`config.mk`:
```
export PLATFORM = sky130hd
export DESIGN_NAME = pipe_stage_reg
export DESIGN_NICKNAME = d
export VERILOG_FILES = /design/src/rtl/pipe_pkg.sv /design/src/rtl/pipe_entry_reg.sv /design/src/rtl/pipe_stage_reg.sv
export SDC_FILE = /design/constraint.sdc
export NUM_CORES = 1
export LEC_CHECK = 0
export CORE_MARGIN = 1
export CORE_UTILIZATION = 40
export CTS_BUF_LIST = sky130_fd_sc_hd__clkbuf_8
export DETAILED_ROUTE_END_ITERATION = 12
export PLACE_DENSITY = 0.76
export SYNTH_ARGS = -nofsm -noshare
export SYNTH_HDL_FRONTEND = slang
export SYNTH_SLANG_ARGS = --single-unit
```
`constraint.sdc`:
```
create_clock -name clk -period 3.5 [get_ports clk]
set_input_delay 0.7 -clock clk [delete_from_list [all_inputs] [get_ports clk]]
set_output_delay 0.7 -clock clk [all_outputs]
set_load 0.01 [all_outputs]
```
`src/rtl/pipe_pkg.sv`:
```
// Shared definitions for the 5-stage core's inter-stage registers: bundle widths,
// control-bit positions and the NOP control value.
package pipe_pkg;

  localparam int unsigned IF_ID_DATA_W  = 64;
  localparam int unsigned IF_ID_CTRL_W  = 1;
  localparam int unsigned ID_EX_DATA_W  = 96;
  localparam int unsigned ID_EX_CTRL_W  = 8;
  localparam int unsigned EX_MEM_DATA_W = 69;
  localparam int unsigned EX_MEM_CTRL_W = 4;
  localparam int unsigned MEM_WB_DATA_W = 37;
  localparam int unsigned MEM_WB_CTRL_W = 2;

  // Bit positions inside the ID/EX control bundle
  localparam int unsigned CTRL_MEM_WEN      = 0;
  localparam int unsigned CTRL_WB_SEL       = 1;
  localparam int unsigned CTRL_ALU_SRC      = 2;
  localparam int unsigned CTRL_RD_EN        = 3;
  localparam int unsigned CTRL_ALU_CTRL_LSB = 4;
  localparam int unsigned CTRL_ALU_CTRL_MSB = 7;

  localparam logic [ID_EX_CTRL_W-1:0] CTRL_NOP = '0;

  // True when a control word can change architectural state
  function automatic logic ctrl_has_side_effect(input logic [ID_EX_CTRL_W-1:0] ctrl);
    return ctrl[CTRL_MEM_WEN] | ctrl[CTRL_RD_EN];
  endfunction

endpackage

```
`src/rtl/pipe_entry_reg.sv`:
```
// One valid+data+ctrl holding register. clear beats load beats unload; ctrl is zeroed
// whenever the entry becomes empty so an empty slot always reads as a NOP.
module pipe_entry_reg
  import pipe_pkg::*;
#(
  parameter int unsigned DATA_W = ID_EX_DATA_W,
  parameter int unsigned CTRL_W = ID_EX_CTRL_W
) (
  input  logic              clk,
  input  logic              reset,
  input  logic              clear,
  input  logic              load,
  input  logic              unload,
  input  logic [DATA_W-1:0] ld_data,
  input  logic [CTRL_W-1:0] ld_ctrl,
  output logic              valid,
  output logic [DATA_W-1:0] data,
  output logic [CTRL_W-1:0] ctrl
);

  logic              valid_q;
  logic [DATA_W-1:0] data_q;
  logic [CTRL_W-1:0] ctrl_q;

  always_ff @(posedge clk or negedge reset) begin
    if (!reset) begin
      valid_q <= 1'b0;
      data_q  <= '0;
      ctrl_q  <= '0;
    end else if (clear) begin
      valid_q <= 1'b0;
      ctrl_q  <= '0;
    end else if (load) begin
      valid_q <= 1'b1;
      data_q  <= ld_data;
      ctrl_q  <= ld_ctrl;
    end else if (unload) begin
      // data is left stale on purpose; only ctrl must read as a NOP
      valid_q <= 1'b0;
      ctrl_q  <= '0;
    end
  end

  assign valid = valid_q;
  assign data  = data_q;
  assign ctrl  = ctrl_q;

endmodule

```
`src/rtl/pipe_stage_reg.sv`:
```
// Generic pipeline stage register with valid/ready handshake, flush, NOP bubbles,
// optional skid entry (registered in_ready) and a saturating stall-cycle counter.
module pipe_stage_reg
  import pipe_pkg::*;
#(
  parameter int unsigned DATA_W  = ID_EX_DATA_W,
  parameter int unsigned CTRL_W  = ID_EX_CTRL_W,
  parameter int unsigned SKID_EN = 1,
  parameter int unsigned CNT_W   = 16
) (
  input  logic              clk,
  input  logic              reset,
  input  logic              flush,
  input  logic              in_valid,
  output logic              in_ready,
  input  logic [DATA_W-1:0] in_data,
  input  logic [CTRL_W-1:0] in_ctrl,
  output logic              out_valid,
  input  logic              out_ready,
  output logic [DATA_W-1:0] out_data,
  output logic [CTRL_W-1:0] out_ctrl,
  output logic [CNT_W-1:0]  stall_cnt
);

  localparam logic [CNT_W-1:0] CntMax = '1;

  logic              in_fire;
  logic              out_fire;
  logic              main_valid;
  logic [DATA_W-1:0] main_data;
  logic [CTRL_W-1:0] main_ctrl;
  logic [CNT_W-1:0]  stall_q;
  logic [CNT_W-1:0]  stall_d;

  assign in_fire  = in_valid & in_ready;
  assign out_fire = main_valid & out_ready;

  if (SKID_EN != 0) begin : g_skid
    logic              skid_valid;
    logic [DATA_W-1:0] skid_data;
    logic [CTRL_W-1:0] skid_ctrl;
    logic              main_take;
    logic              main_load;
    logic              skid_load;
    logic              skid_drain;
    logic [DATA_W-1:0] main_src_data;
    logic [CTRL_W-1:0] main_src_ctrl;

    // in_ready depends only on state, which breaks the out_ready -> in_ready path
    assign in_ready = ~skid_valid;

    always_comb begin
      main_take     = ~main_valid | out_fire;
      main_load     = main_take & (skid_valid | in_fire);
      skid_drain    = skid_valid & main_take;
      skid_load     = in_fire & ((main_valid & ~out_fire) | skid_drain);
      // the skid entry is older than anything on the input, so it goes first
      main_src_data = skid_valid ? skid_data : in_data;
      main_src_ctrl = skid_valid ? skid_ctrl : in_ctrl;
    end

    pipe_entry_reg #(
      .DATA_W (DATA_W),
      .CTRL_W (CTRL_W)
    ) u_main (
      .clk     (clk),
      .reset   (reset),
      .clear   (flush),
      .load    (main_load),
      .unload  (out_fire),
      .ld_data (main_src_data),
      .ld_ctrl (main_src_ctrl),
      .valid   (main_valid),
      .data    (main_data),
      .ctrl    (main_ctrl)
    );

    pipe_entry_reg #(
      .DATA_W (DATA_W),
      .CTRL_W (CTRL_W)
    ) u_skid (
      .clk     (clk),
      .reset   (reset),
      .clear   (flush),
      .load    (skid_load),
      .unload  (skid_drain),
      .ld_data (in_data),
      .ld_ctrl (in_ctrl),
      .valid   (skid_valid),
      .data    (skid_data),
      .ctrl    (skid_ctrl)
    );
  end else begin : g_single
    assign in_ready = ~main_valid | out_ready;

    pipe_entry_reg #(
      .DATA_W (DATA_W),
      .CTRL_W (CTRL_W)
    ) u_main (
      .clk     (clk),
      .reset   (reset),
      .clear   (flush),
      .load    (in_fire),
      .unload  (out_fire),
      .ld_data (in_data),
      .ld_ctrl (in_ctrl),
      .valid   (main_valid),
      .data    (main_data),
      .ctrl    (main_ctrl)
    );
  end

  // Counts back-pressure cycles for performance monitoring; flush does not clear it
  always_comb begin
    stall_d = stall_q;
    if (main_valid && !out_ready && stall_q != CntMax) begin
      stall_d = stall_q + 1'b1;
    end
  end

  always_ff @(posedge clk or negedge reset) begin
    if (!reset) begin
      stall_q <= '0;
    end else begin
      stall_q <= stall_d;
    end
  end

  assign out_valid = main_valid;
  assign out_data  = main_data;
  assign out_ctrl  = main_ctrl;
  assign stall_cnt = stall_q;

endmodule

```
* Word level (Yosys, flattened, before mapping)
Index checks and enable logic that the tools add are counted.
** Storage, ports and cells
- Logic and storage cells :: 43
- Register bits after elaboration :: 226
** Cells by class
- Bitwise gates (word level) :: 13
- Mux-type cells :: 14
- Eq/ne operators :: 1
- Add/subtract/negate cells :: 1
- Reductions and logical operators :: 7
** Operator list (number)
- two-way mux 96 bit :: 1
- two-way mux 8 bit :: 7
- adder 16 x 1 -> 16 bit, second input constant :: 1
- inequality test 16 bit, second input constant :: 1
- bitwise AND 1 bit :: 6
- two-way mux 1 bit :: 6
- nonzero test 3 bit :: 2
- inverter 1 bit :: 4
- AND reduction 2 bit :: 2
- OR 1 bit :: 3
- logical AND 1 bit :: 2
- zero test 1 bit :: 1

* Logic depth before layout (Yosys ltp)
Gate-level depths: netlist of the first run.
- Depth after elaboration :: 7
- Mapped depth :: 7

* By module
Synthesis of the first run repeated with hierarchy kept, for this count alone.
** Second synthesis, totals
- Cell total of the unflattened synthesis :: 689
- Area total of the unflattened synthesis :: 10313.6 sq um
** By module, submodules not included
- pipe_entry_reg :: instances 2, cells an instance 244, seq. area each 2627.5 sq um, area an instance 4116.4 sq um
- pipe_stage_reg :: instances 1, cells an instance 201, seq. area each 400.4 sq um, area an instance 2080.7 sq um

* Worst setup path before layout of the first run
No wires, ideal clock.
- Path kind :: in2reg
- Start :: input port out_ready
- End :: register g_skid.u_skid.data_q[78] (netlist: g_skid.u_skid.data[78])
- Setup slack :: 1512 ps
- Arrival time :: 1861 ps
- Library setup time :: 127 ps
- Path buffers :: 3
- Required time :: 3373 ps
- Stages :: 6
- Path through :: nand2b_1 buf_2 nor3_2 buf_6 buf_6 mux2_1
** Between the ends
- Word-level cells in the longest chain between the ends :: 6
- Elaborated cells between the ends (all ways) :: 8
** Ends and longest elaborated chain
- from (decl) :: RTL line pipe_stage_reg.sv:19 : input logic out_ready,
- bitwise AND 1 bit (*) :: RTL line pipe_stage_reg.sv:36 : assign out_fire = main_valid & out_ready;
- OR 1 bit / inverter 1 bit (equally long branches) :: RTL line pipe_stage_reg.sv:53, pipe_stage_reg.sv:56
- bitwise AND 1 bit (on tied branches) :: RTL line pipe_stage_reg.sv:55, pipe_stage_reg.sv:56
- OR 1 bit (*) :: RTL line pipe_stage_reg.sv:56 : skid_load = in_fire & ((main_valid & ~out_fire) | skid_drain);
- bitwise AND 1 bit (*) :: RTL line pipe_stage_reg.sv:56
- AND reduction 2 bit (no line) (*)
- to (signal assigned) :: RTL line pipe_entry_reg.sv:35 : data_q <= ld_data;
- to (decl) :: RTL line pipe_entry_reg.sv:22 : logic [DATA_W-1:0] data_q;
Mark *: on every way between the ends. The rest lies on a longest branch, timed or not.
A chain may end at the register's enable or synchronous reset.

* Worst setup path in the final report of the first run
- Start :: register g_skid.u_skid.valid_q (netlist: g_skid.u_skid.valid)
- End :: output port in_ready
** Between the ends
- Word-level cells in the longest chain between the ends :: 1
** Ends and longest elaborated chain
- from (decl) :: RTL line pipe_entry_reg.sv:21 : logic valid_q;
- from (signal assigned) :: RTL line pipe_entry_reg.sv:27 : valid_q <= 1'b0;
- from (signal assigned) :: RTL line pipe_entry_reg.sv:31 : valid_q <= 1'b0;
- from (signal assigned) :: RTL line pipe_entry_reg.sv:34 : valid_q <= 1'b1;
- inverter 1 bit :: RTL line pipe_stage_reg.sv:50 : assign in_ready = ~skid_valid;
- to (decl) :: RTL line pipe_stage_reg.sv:15 : output logic in_ready,
No other way between the ends.

==> results.py, run 1 <==
metrics = {
    "floorplanning": {
        "io_pins": 231,
        "start_util_pct": 40.67,
        "die_area_um2": 24420,
        "fp.dieH_um": 156.3,
        "die_x_um": 156.3,
        "design.core.area_um2": 23400,
        "rows": 56,
    },
    "timing": {
        "finalSetupViolCount": 0,
        "min_period_ns": 2.445,
        "setup_tns_ns": 0,
        "report.final.slew_viol_count": 0,
        "grt_setup_unrepaired": "no",
        "skew_ns": 0.01752,
        "period_share_pct": 69.86,
        "relSlewSlack_pct": 49.19,
        "tightest_slew_ns": 0.7622,
        "max_freq_ghz": 0.4090,
        "finalHoldViolations": 0,
    },
    "pwr": {
        "vdd_ir_drop_max_mv": 0.3464,
        "sw_frac_of_total_pct": 25.97,
        "cellPowerDensity_nw_per_um2": 544.0,
        "power.internal_mw": 5.184,
        "combPwrFrac_pct": 18.8,
        "pwr-share-clk_pct": 32.9,
        "p_leak_nw": 5.428,
        "seq_power_share_pct": 48.4,
        "p_sw_mw": 1.818,
        "finalPower_mw": 7.002,
    },
    "place": {
        "portBuffers": 230,
        "hpwl_um": 13710,
        "finalWeightedCongestion": 0.7811,
    },
    "clock_tree": {
        "cts_num_sinks": 226,
        "cts_tree": "yes",
        "clk_path_buf_depth": 3,
        "numCtsBuffers": 39,
        "cts_max_level": 2,
        "root_buffer": "clkbuf_8",
        "clk_pin_slew_ns": 0.07,
        "ctsResizeCount": 0,
        "ctsHoldBuffers": 0,
        "clk_latency_ns": 0.51,
        "post_cts_buffers": 0,
    },
    "yosys": {
        "synthTopCellsByCount": "dfrtp_1, nand2_1, o21ai_0",
        "synth_top_flop_cell": "dfrtp_1",
        "synth_cells": 759,
        "async_reset_ff_share_pct": 100.0,
        "synth.ff_latch_count": 226,
        "synth_top_cell_by_area": "dfrtp_1",
        "syn_nets": 869,
        "yosysMostFrequentCell": "dfrtp_1",
        "synthesis.area_um2": 9518,
        "ys_top_cells_by_area": "dfrtp_1, mux2i_1, mux2_1",
        "synth_top_area_share_pct": 59.42,
        "yosysSeqAreaShare_pct": 59.42,
        "ys_warn_count": 0,
        "yosysUniqueCellTypes": 40,
        "synth_edf_count": 0,
        "synth.avg_cell_area_um2": 12.54,
    },
    "drt": {
        "drtIter0Drc": 200,
        "routed_via_density": 4.905,
        "ant_nets": 0,
        "drt_wl_total_um": 21250,
        "drc": 0,
        "num_vias": 6553,
        "wl_per_cell_um": 15.90,
        "drt_first_pass_iters": 4,
    },
    "global_routing": {
        "grt_pass1_vias": 6641,
        "grt_pass1_wl_um": 34240,
        "grt_usage_pct": 17.60,
        "grt_max_degree": 103,
        "antenna_found_initial": 0,
        "grt_overflow": 0,
    },
    "setup_path": {
        "end_kind": "output pin",
        "worstSetupStartpointType": "flip-flop",
        "worst_ep_required_time_ns": 2.80,
        "critPathMaxFanout": 15,
        "crit_chain": "inv_1 > clkdlybuf4s50_1",
        "cpPeakStageDelay_ns": 0.59,
        "path_class": "reg2out",
        "cp_slowest_cell": "dfrtp_4",
        "worstPathArrival_ns": 1.74,
    },
    "min_path": {
        "hp-class": "in2async",
    },
    "job": {
        "cap_violations": 0,
    },
    "finish": {
        "area_delta_synth_final_pct": 35.23,
        "finalNetCount": 1103,
        "diodes": 0,
        "drive_gt1_share_pct": 11.41,
    },
    "run_status": {
        "status": "complete, no violations",
    },
}
==> logic make-up after synthesis <==
family | synth area share, %
compound gates | 6.849
xor+xnor | 1.104
fa+ha+maj | 0.1314
buf+inv | 2.958
flops | 59.42
mux | 22.45
simple gates | 7.086
==> worst max-delay path: cells and delay by family, from the launching register on <==
family                 cells  cell delay [ns]
buffers and inverters      2             0.63
DFF                        1             0.59
==> flip-flops by register name, summed over array words and instances (netlist names) <==
signal and cells:
g_skid.u_main.data 96, g_skid.u_skid.data 96, stall_cnt 16, g_skid.u_main.ctrl 8, g_skid.u_skid.ctrl 8, g_skid.u_main.valid 1
g_skid.u_skid.valid 1
==> worst paths after layout <==
check	from	end	slack (ns)	depth (start not counted)
worst max-delay path	g_skid.u_skid.valid	in_ready	1.06	2
max in group asynchronous	reset	g_skid.u_skid.data[15]	2.37	2
worst min-delay path	reset	g_skid.u_main.data[59]	0.19	1
min in group clk	g_skid.u_main.data[67]	g_skid.u_main.data[67]	0.47	2
worst min register to register	g_skid.u_main.data[67]	g_skid.u_main.data[67]	0.47	2
worst max register to register	g_skid.u_skid.valid	g_skid.u_skid.data[62]	1.51	4
==> per-layer routing <==
metal	track usage, %	share of wire (%)	up-vias
met4	5.042	1.6	0
met3	5.788	8.1	33
met2	27.38	45	192
met1	23.41	45	3194
li1	-	-	3134
met5	0	0	-
==> layout by cell type (no fill, tap or decap), drive strengths merged <==
cell type	count
o21ai	105
nand2	109
nor4	7
nor3b	1
clkdlybuf4s50	229
nand3b	1
nand2b	2
inv	15
ha	1
and4	3
nor3	5
buf	11
nand4	4
and2	1
mux2i	104
nor2	4
nor4b	1
clkbuf	51
nand3	7
or3	2
o211ai	1
and3	1
dfrtp	226
a211oi	1
a31oi	1
xor2	9
a21oi	3
mux2	97
clkinv	2
a22o	8
xnor2	3
o21a	2
==> power groups by stage <==
stage	clock network [mW]	logic, mW	registers (mW)
after floorplan	0	0.502	3.47
after global placement	0	1.30	3.41
after detailed placement	0	1.33	3.43
after CTS	2.39	1.34	3.39
after global routing	2.50	1.44	3.45
final	2.30	1.31	3.39
==> stage by stage <==
stage / area [µm²] / setup slack (ns) / utilization (%) / hold slack, ns / cells
5_1_grt: 12870 / 0.9735 / 55.00 / 0.2155 / 1336
3_5_place_dp: 12110 / 0.7820 / 51.76 / 0.4687 / 1271
4_1_cts: 12870 / 1.011 / 55.00 / 0.2033 / 1336
3_3_place_gp: 12110 / 0.8097 / 51.76 / 0.4598 / 1271
6_report: 12870 / 1.055 / 55.00 / 0.1867 / 1336
2_1_floorplan: 9518 / 1.512 / - / 0.4044 / 759
==> final cells by class <==
class | count | area, µm²
clock buffer | 51 | 701.9
clock inverter | 14 | 55.05
fill | 2035 | 10530
inverter | 3 | 11.26
multi-input combinational | 483 | 3587
sequential | 226 | 5659
tap | 319 | 399.1
timing repair buffer | 240 | 2457
Power figures use the tool's default switching activity.
==> run 2, diff against run 1 <==
--- a/config.mk
+++ b/config.mk
@@ -9,7 +9,7 @@
 export CORE_UTILIZATION = 40
 export CTS_BUF_LIST = sky130_fd_sc_hd__clkbuf_8
 export DETAILED_ROUTE_END_ITERATION = 12
-export PLACE_DENSITY = 0.76
+export PLACE_DENSITY = 0.78
 export SYNTH_ARGS = -nofsm -noshare
 export SYNTH_HDL_FRONTEND = slang
 export SYNTH_SLANG_ARGS = --single-unit
==> constraint.sdc (replaced) <==
create_clock -name clk -period 2.1 [get_ports clk]
set_input_delay 0.42 -clock clk [delete_from_list [all_inputs] [get_ports clk]]
set_output_delay 0.42 -clock clk [all_outputs]
set_load 0.01 [all_outputs]
==> run 2 against run 1 <==
  * Sequential share of layout area fell by 1.2 points
  * Non-clock buffer count up 26
  * Register-to-register slack got worse by 1.2 ns
  * Critical path type unchanged
==> results.py, run 2 (synthesis gave the netlist of run 1 again) <==
metrics = {
    "floorplanning": {
        "design.core.area_um2": 23400,
        "fp.dieH_um": 156.3,
        "die_x_um": 156.3,
        "die_area_um2": 24420,
        "rows": 56,
        "start_util_pct": 40.67,
        "io_pins": 231,
    },
    "drt": {
        "num_vias": 6711,
        "ant_nets": 0,
        "drt_first_pass_iters": 4,
        "wl_per_cell_um": 16.08,
        "drt_wl_total_um": 21960,
        "drtIter0Drc": 276,
        "routed_via_density": 4.916,
        "drc": 0,
    },
    "setup_path": {
        "critPathBufInv": 1,
        "critPathMaxFanout": 8,
        "path_class": "reg2out",
        "worst_ep_required_time_ns": 1.68,
        "cpPeakStageDelay_ns": 0.59,
        "crit_chain": "clkdlybuf4s50_1",
        "worstPathArrival_ns": 1.58,
        "worstSetupStartpointType": "flip-flop",
        "cp_slowest_cell": "clkdlybuf4s50_1",
        "end_kind": "output pin",
        "crit_family": "buffers and inverters",
    },
    "finish": {
        "stdcell_count": 1365,
        "layout_commonest_cell": "clkdlybuf4s50_1",
        "finalNetCount": 1129,
        "final_cell_mix": "clkdlybuf4s50_1, dfrtp_1, nand2_1",
        "area_delta_synth_final_pct": 39.07,
        "drive_gt1_share_pct": 14.05,
        "diodes": 0,
        "filler_cell_count": 1998,
        "fin_util_pct": 56.56,
        "register_area_um2": 5659,
        "multi_input_area_um2": 3587,
    },
    "place": {
        "place_inst": 1296,
        "finalWeightedCongestion": 0.8150,
        "hpwl_um": 14870,
        "portBuffers": 230,
    },
    "pwr": {
        "vdd_ir_drop_max_mv": 0.5943,
        "seq_power_share_pct": 47.6,
        "p_sw_mw": 3.105,
        "power.internal_mw": 8.776,
        "pwr-share-clk_pct": 33.5,
        "p_leak_nw": 5.603,
        "sw_frac_of_total_pct": 26.13,
        "cellPowerDensity_nw_per_um2": 897.6,
        "combPwrFrac_pct": 18.9,
    },
    "timing": {
        "period_share_pct": 95.43,
        "finalHoldViolations": 0,
        "finalSetupViolCount": 0,
        "report.final.slew_viol_count": 0,
        "min_period_ns": 2.004,
        "relSlewSlack_pct": 40.37,
        "grt_setup_unrepaired": "no",
        "tightest_slew_ns": 0.8944,
        "skew_ns": 0.01700,
        "max_freq_ghz": 0.4990,
    },
    "clock_tree": {
        "cts_num_sinks": 226,
        "numCtsBuffers": 39,
        "root_buffer": "clkbuf_8",
        "cts_tree": "yes",
        "clk_pin_slew_ns": 0.06,
        "clk_path_buf_depth": 3,
        "clk_latency_ns": 0.52,
        "cts_max_level": 2,
    },
    "run_status": {
        "status": "complete, no violations",
    },
    "job": {
        "cap_violations": 0,
    },
    "global_routing": {
        "antenna_found_initial": 0,
        "grt_pass1_wl_um": 35620,
        "grt_max_degree": 87,
        "grt_usage_pct": 18.44,
        "grt_pass1_vias": 7053,
        "grt_overflow": 0,
    },
    "min_path": {
        "hp-class": "in2async",
    },
}
[run 2: cell type report]
type | instances | area share, %
clock buffer | 53 | 5.511
clock inverter | 15 | 0.5388
inverter | 3 | 0.08507
multi-input combinational | 483 | 27.10
sequential | 226 | 42.75
tap | 319 | 3.015
timing repair buffer | 266 | 20.99
[run 2: through the flow]
stage	instance area, µm²	hold WS (ns)	setup WS (ns)	TNS [ns]	total power [mW]
after floorplan	9518	0.1244	0.3864	0	6.624
after global placement	12430	0.3373	0.0007949	0	7.900
after detailed placement	12430	0.3382	-0.02912	-0.5285	8.009
after CTS	13240	0.3619	0.06849	0	12.07
after global routing	13240	0.3893	0.02231	0	12.55
final	13240	0.3815	0.09594	0	11.88
[run 2: final timing paths]
kind	from	end	slack (ns)	depth (start not counted)
setup / recovery	stall_cnt[8]	stall_cnt[8]	0.1	1
hold / removal	reset	g_skid.u_main.data[38]	0.38	2
setup reg to reg	g_skid.u_skid.valid	g_skid.u_skid.data[66]	0.28	5
hold reg to reg	g_skid.u_main.data[67]	g_skid.u_main.data[67]	0.48	2
max in group asynchronous	reset	g_skid.u_skid.ctrl[7]	0.91	3
min in group clk	g_skid.u_main.data[67]	g_skid.u_main.data[67]	0.48	2
[run 2: timing repair]
action,CTS,global route
hold buffers,1,0
hold endpoints to repair,39,0
endpoints found under the setup margin,1,0
buffers inserted,0,0
resized for setup,1,0
[run 2: worst reg2reg max path, stage by stage, from the launching register on]
cell	delay, ns
dfrtp_4	0.53
nand2b_1	0.21
nor3_4	0.21
buf_12	0.22
buf_12	0.19
mux2_1	0.34
[run 2: metal layers]
metal	vias to the layer above	track usage (%)	part of all wire, %
met5	-	0	0
met4	0	6.256	2.1
met3	40	4.846	7.3
met2	202	30.14	47
met1	3278	23.69	44
li1	3191	-	-
[run 2: power by group through the flow]
stage	clock, mW	combinational, mW	sequential (mW)
after detailed placement	0	2.28	5.73
after CTS	4.12	2.29	5.66
after global routing	4.31	2.47	5.76
final	3.98	2.25	5.66
after floorplan	0	0.836	5.79
after global placement	0	2.20	5.70
==> run 3, diff against run 2 <==
--- a/config.mk
+++ b/config.mk
@@ -9,7 +9,7 @@
 export CORE_UTILIZATION = 40
 export CTS_BUF_LIST = sky130_fd_sc_hd__clkbuf_8
 export DETAILED_ROUTE_END_ITERATION = 12
-export PLACE_DENSITY = 0.78
+export PLACE_DENSITY = 0.77
 export SYNTH_ARGS = -nofsm -noshare
 export SYNTH_HDL_FRONTEND = slang
 export SYNTH_SLANG_ARGS = --single-unit
==> run 3 against run 2 <==
  * Flip-flop and latch count unchanged
  * Highest routed layer unchanged
  * Via count increased by 0.46%
  * Worst setup slack worse by 0.0022 ns
  * Final area is 0.14% lower
  * Critical path type unchanged
  * Hold slack better by 0.060 ns
  * Die area unchanged
  * Core utilization down 0.080 points
==> results.py, run 3 (synthesis gave the netlist of run 1 again) <==
metrics = {
    "finish": {
        "filler_cell_count": 1975,
        "register_area_um2": 5659,
        "diodes": 0,
        "final_cell_mix": "clkdlybuf4s50_1, dfrtp_1, nand2_1",
        "layout_commonest_cell": "clkdlybuf4s50_1",
        "drive_gt1_share_pct": 14.11,
        "area_delta_synth_final_pct": 38.87,
        "finalNetCount": 1136,
        "stdcell_count": 1368,
        "multi_input_area_um2": 3587,
    },
    "timing": {
        "max_freq_ghz": 0.4984,
        "fin_ws_ns": 0.09372,
        "period_share_pct": 95.54,
        "finalSetupViolCount": 0,
        "report.final.slew_viol_count": 0,
        "tightest_slew_ns": 0.5380,
        "grt_setup_unrepaired": "no",
        "hold_slack_ns": 0.4411,
        "relSlewSlack_pct": 63.87,
        "skew_ns": 0.02653,
        "min_period_ns": 2.006,
        "finalHoldViolations": 0,
    },
    "setup_path": {
        "worst_ep_required_time_ns": 1.68,
        "reg2reg_depth": 6,
        "critPathBufInv": 1,
        "worst-path-stages": 1,
        "path_class": "reg2out",
        "cpPeakStageDelay_ns": 0.59,
        "crit_family": "buffers and inverters",
        "crit_chain": "clkdlybuf4s50_1",
        "worstSetupStartpointType": "flip-flop",
        "critPathMaxFanout": 7,
        "end_kind": "output pin",
        "cp_slowest_cell": "clkdlybuf4s50_1",
        "worstPathArrival_ns": 1.59,
    },
    "drt": {
        "drc": 0,
        "routed_via_density": 4.928,
        "wl_per_cell_um": 16.02,
        "drt_wl_total_um": 21920,
        "drt_first_pass_iters": 4,
        "num_vias": 6742,
        "ant_nets": 0,
        "drtIter0Drc": 213,
    },
    "floorplanning": {
        "io_pins": 231,
        "fp.dieH_um": 156.3,
        "die_x_um": 156.3,
        "die_area_um2": 24420,
        "rows": 56,
        "start_util_pct": 40.67,
        "design.core.area_um2": 23400,
    },
    "clock_tree": {
        "cts_max_level": 2,
        "clk_latency_ns": 0.52,
        "cts_num_sinks": 226,
        "root_buffer": "clkbuf_8",
        "clk_pin_slew_ns": 0.06,
        "clk_path_buf_depth": 3,
        "numCtsBuffers": 40,
        "cts_tree": "yes",
    },
    "min_path": {
        "hp-class": "in2async",
    },
    "pwr": {
        "vdd_ir_drop_max_mv": 0.7080,
        "p_leak_nw": 5.614,
        "cellPowerDensity_nw_per_um2": 894.7,
    },
    "job": {
        "cap_violations": 0,
    },
    "global_routing": {
        "grt_pass1_wl_um": 35880,
        "grt_max_degree": 61,
        "antenna_found_initial": 0,
        "grt_pass1_vias": 6976,
        "grt_overflow": 0,
        "grt_usage_pct": 18.42,
    },
    "place": {
        "portBuffers": 230,
        "place_inst": 1301,
        "hpwl_um": 15030,
        "dp_slack_ns": -0.02411,
        "finalWeightedCongestion": 0.8019,
    },
    "run_status": {
        "status": "complete, no violations",
    },
}
## run 3: cell types whose count changed in the layout (fill, tap and decap cells not counted), moves of 2 or more
cell	before	now
clkbuf_8	53	49
inv_1	12	14
buf_12	16	13
buf_4	19	28
## run 3: worst reg2reg max path: cells and delay by family, from the launching register on
| kind | cells | cell delay (ns) |
|---|---|---|
| DFF | 1 | 0.50 |
| and+or+nand+nor | 2 | 0.42 |
| muxes | 1 | 0.36 |
| buffers and inverters | 3 | 0.56 |
## run 3: metal layers
metal | up-vias | track usage (%) | wire length (µm) | part of all wire [%]
li1 | 3203 | - | - | -
met1 | 3306 | 25.11 | 10280 | 47
met2 | 199 | 29.46 | 9965 | 45
met3 | 34 | 4.292 | 1363 | 6.2
met4 | 0 | 4.949 | 308 | 1.4
met5 | - | 0 | 0 | 0
## run 3: area by class of cell
type	instances	share of cell area [%]
repair buffers	272	21.11
well taps	319	3.020
clock inverters	16	0.7289
flip-flops and latches	226	42.82
clock buffers	49	5.102
multi-input cells	483	27.14
inverters	3	0.08519
## run 3: where the power goes
group	switching (mW)	leakage (nW)	internal, mW
sequential	0.480	2.82	5.19
clock	1.70	0.433	2.21
combinational	0.903	2.36	1.35
## run 3: worst paths after layout
check	from	endpoint	slack, ns
worst max-delay path	stall_cnt[7]	stall_cnt[7]	0.09
worst min-delay path	reset	g_skid.u_main.data[64]	0.44
worst max register to register	g_skid.u_skid.valid	g_skid.u_skid.data[60]	0.12
worst min register to register	g_skid.u_main.data[57]	g_skid.u_main.data[57]	0.48
max in group asynchronous	reset	g_skid.u_skid.data[57]	0.97
min in group clk	g_skid.u_main.data[57]	g_skid.u_main.data[57]	0.48
## run 3: timing repair
action | in CTS | in global routing
endpoints found under the setup margin | 1 | 1
buffers inserted | 1 | 0
endpoints found under the hold margin | 44 | 0
gates resized for setup | 0 | 1
hold buffers | 1 | 0
## run 3: metrics by stage
| step | TNS [ns] | total power, mW | cell area, µm² | util (%) |
|---|---|---|---|---|
| after floorplan | 0 | 6.624 | 9518 | - |
| after global placement | 0 | 7.908 | 12430 | 53.10 |
| after detailed placement | -0.2170 | 8.013 | 12430 | 53.10 |
| after CTS | 0 | 12.02 | 13220 | 56.47 |
| after global routing | 0 | 12.49 | 13220 | 56.48 |
| final | 0 | 11.83 | 13220 | 56.48 |
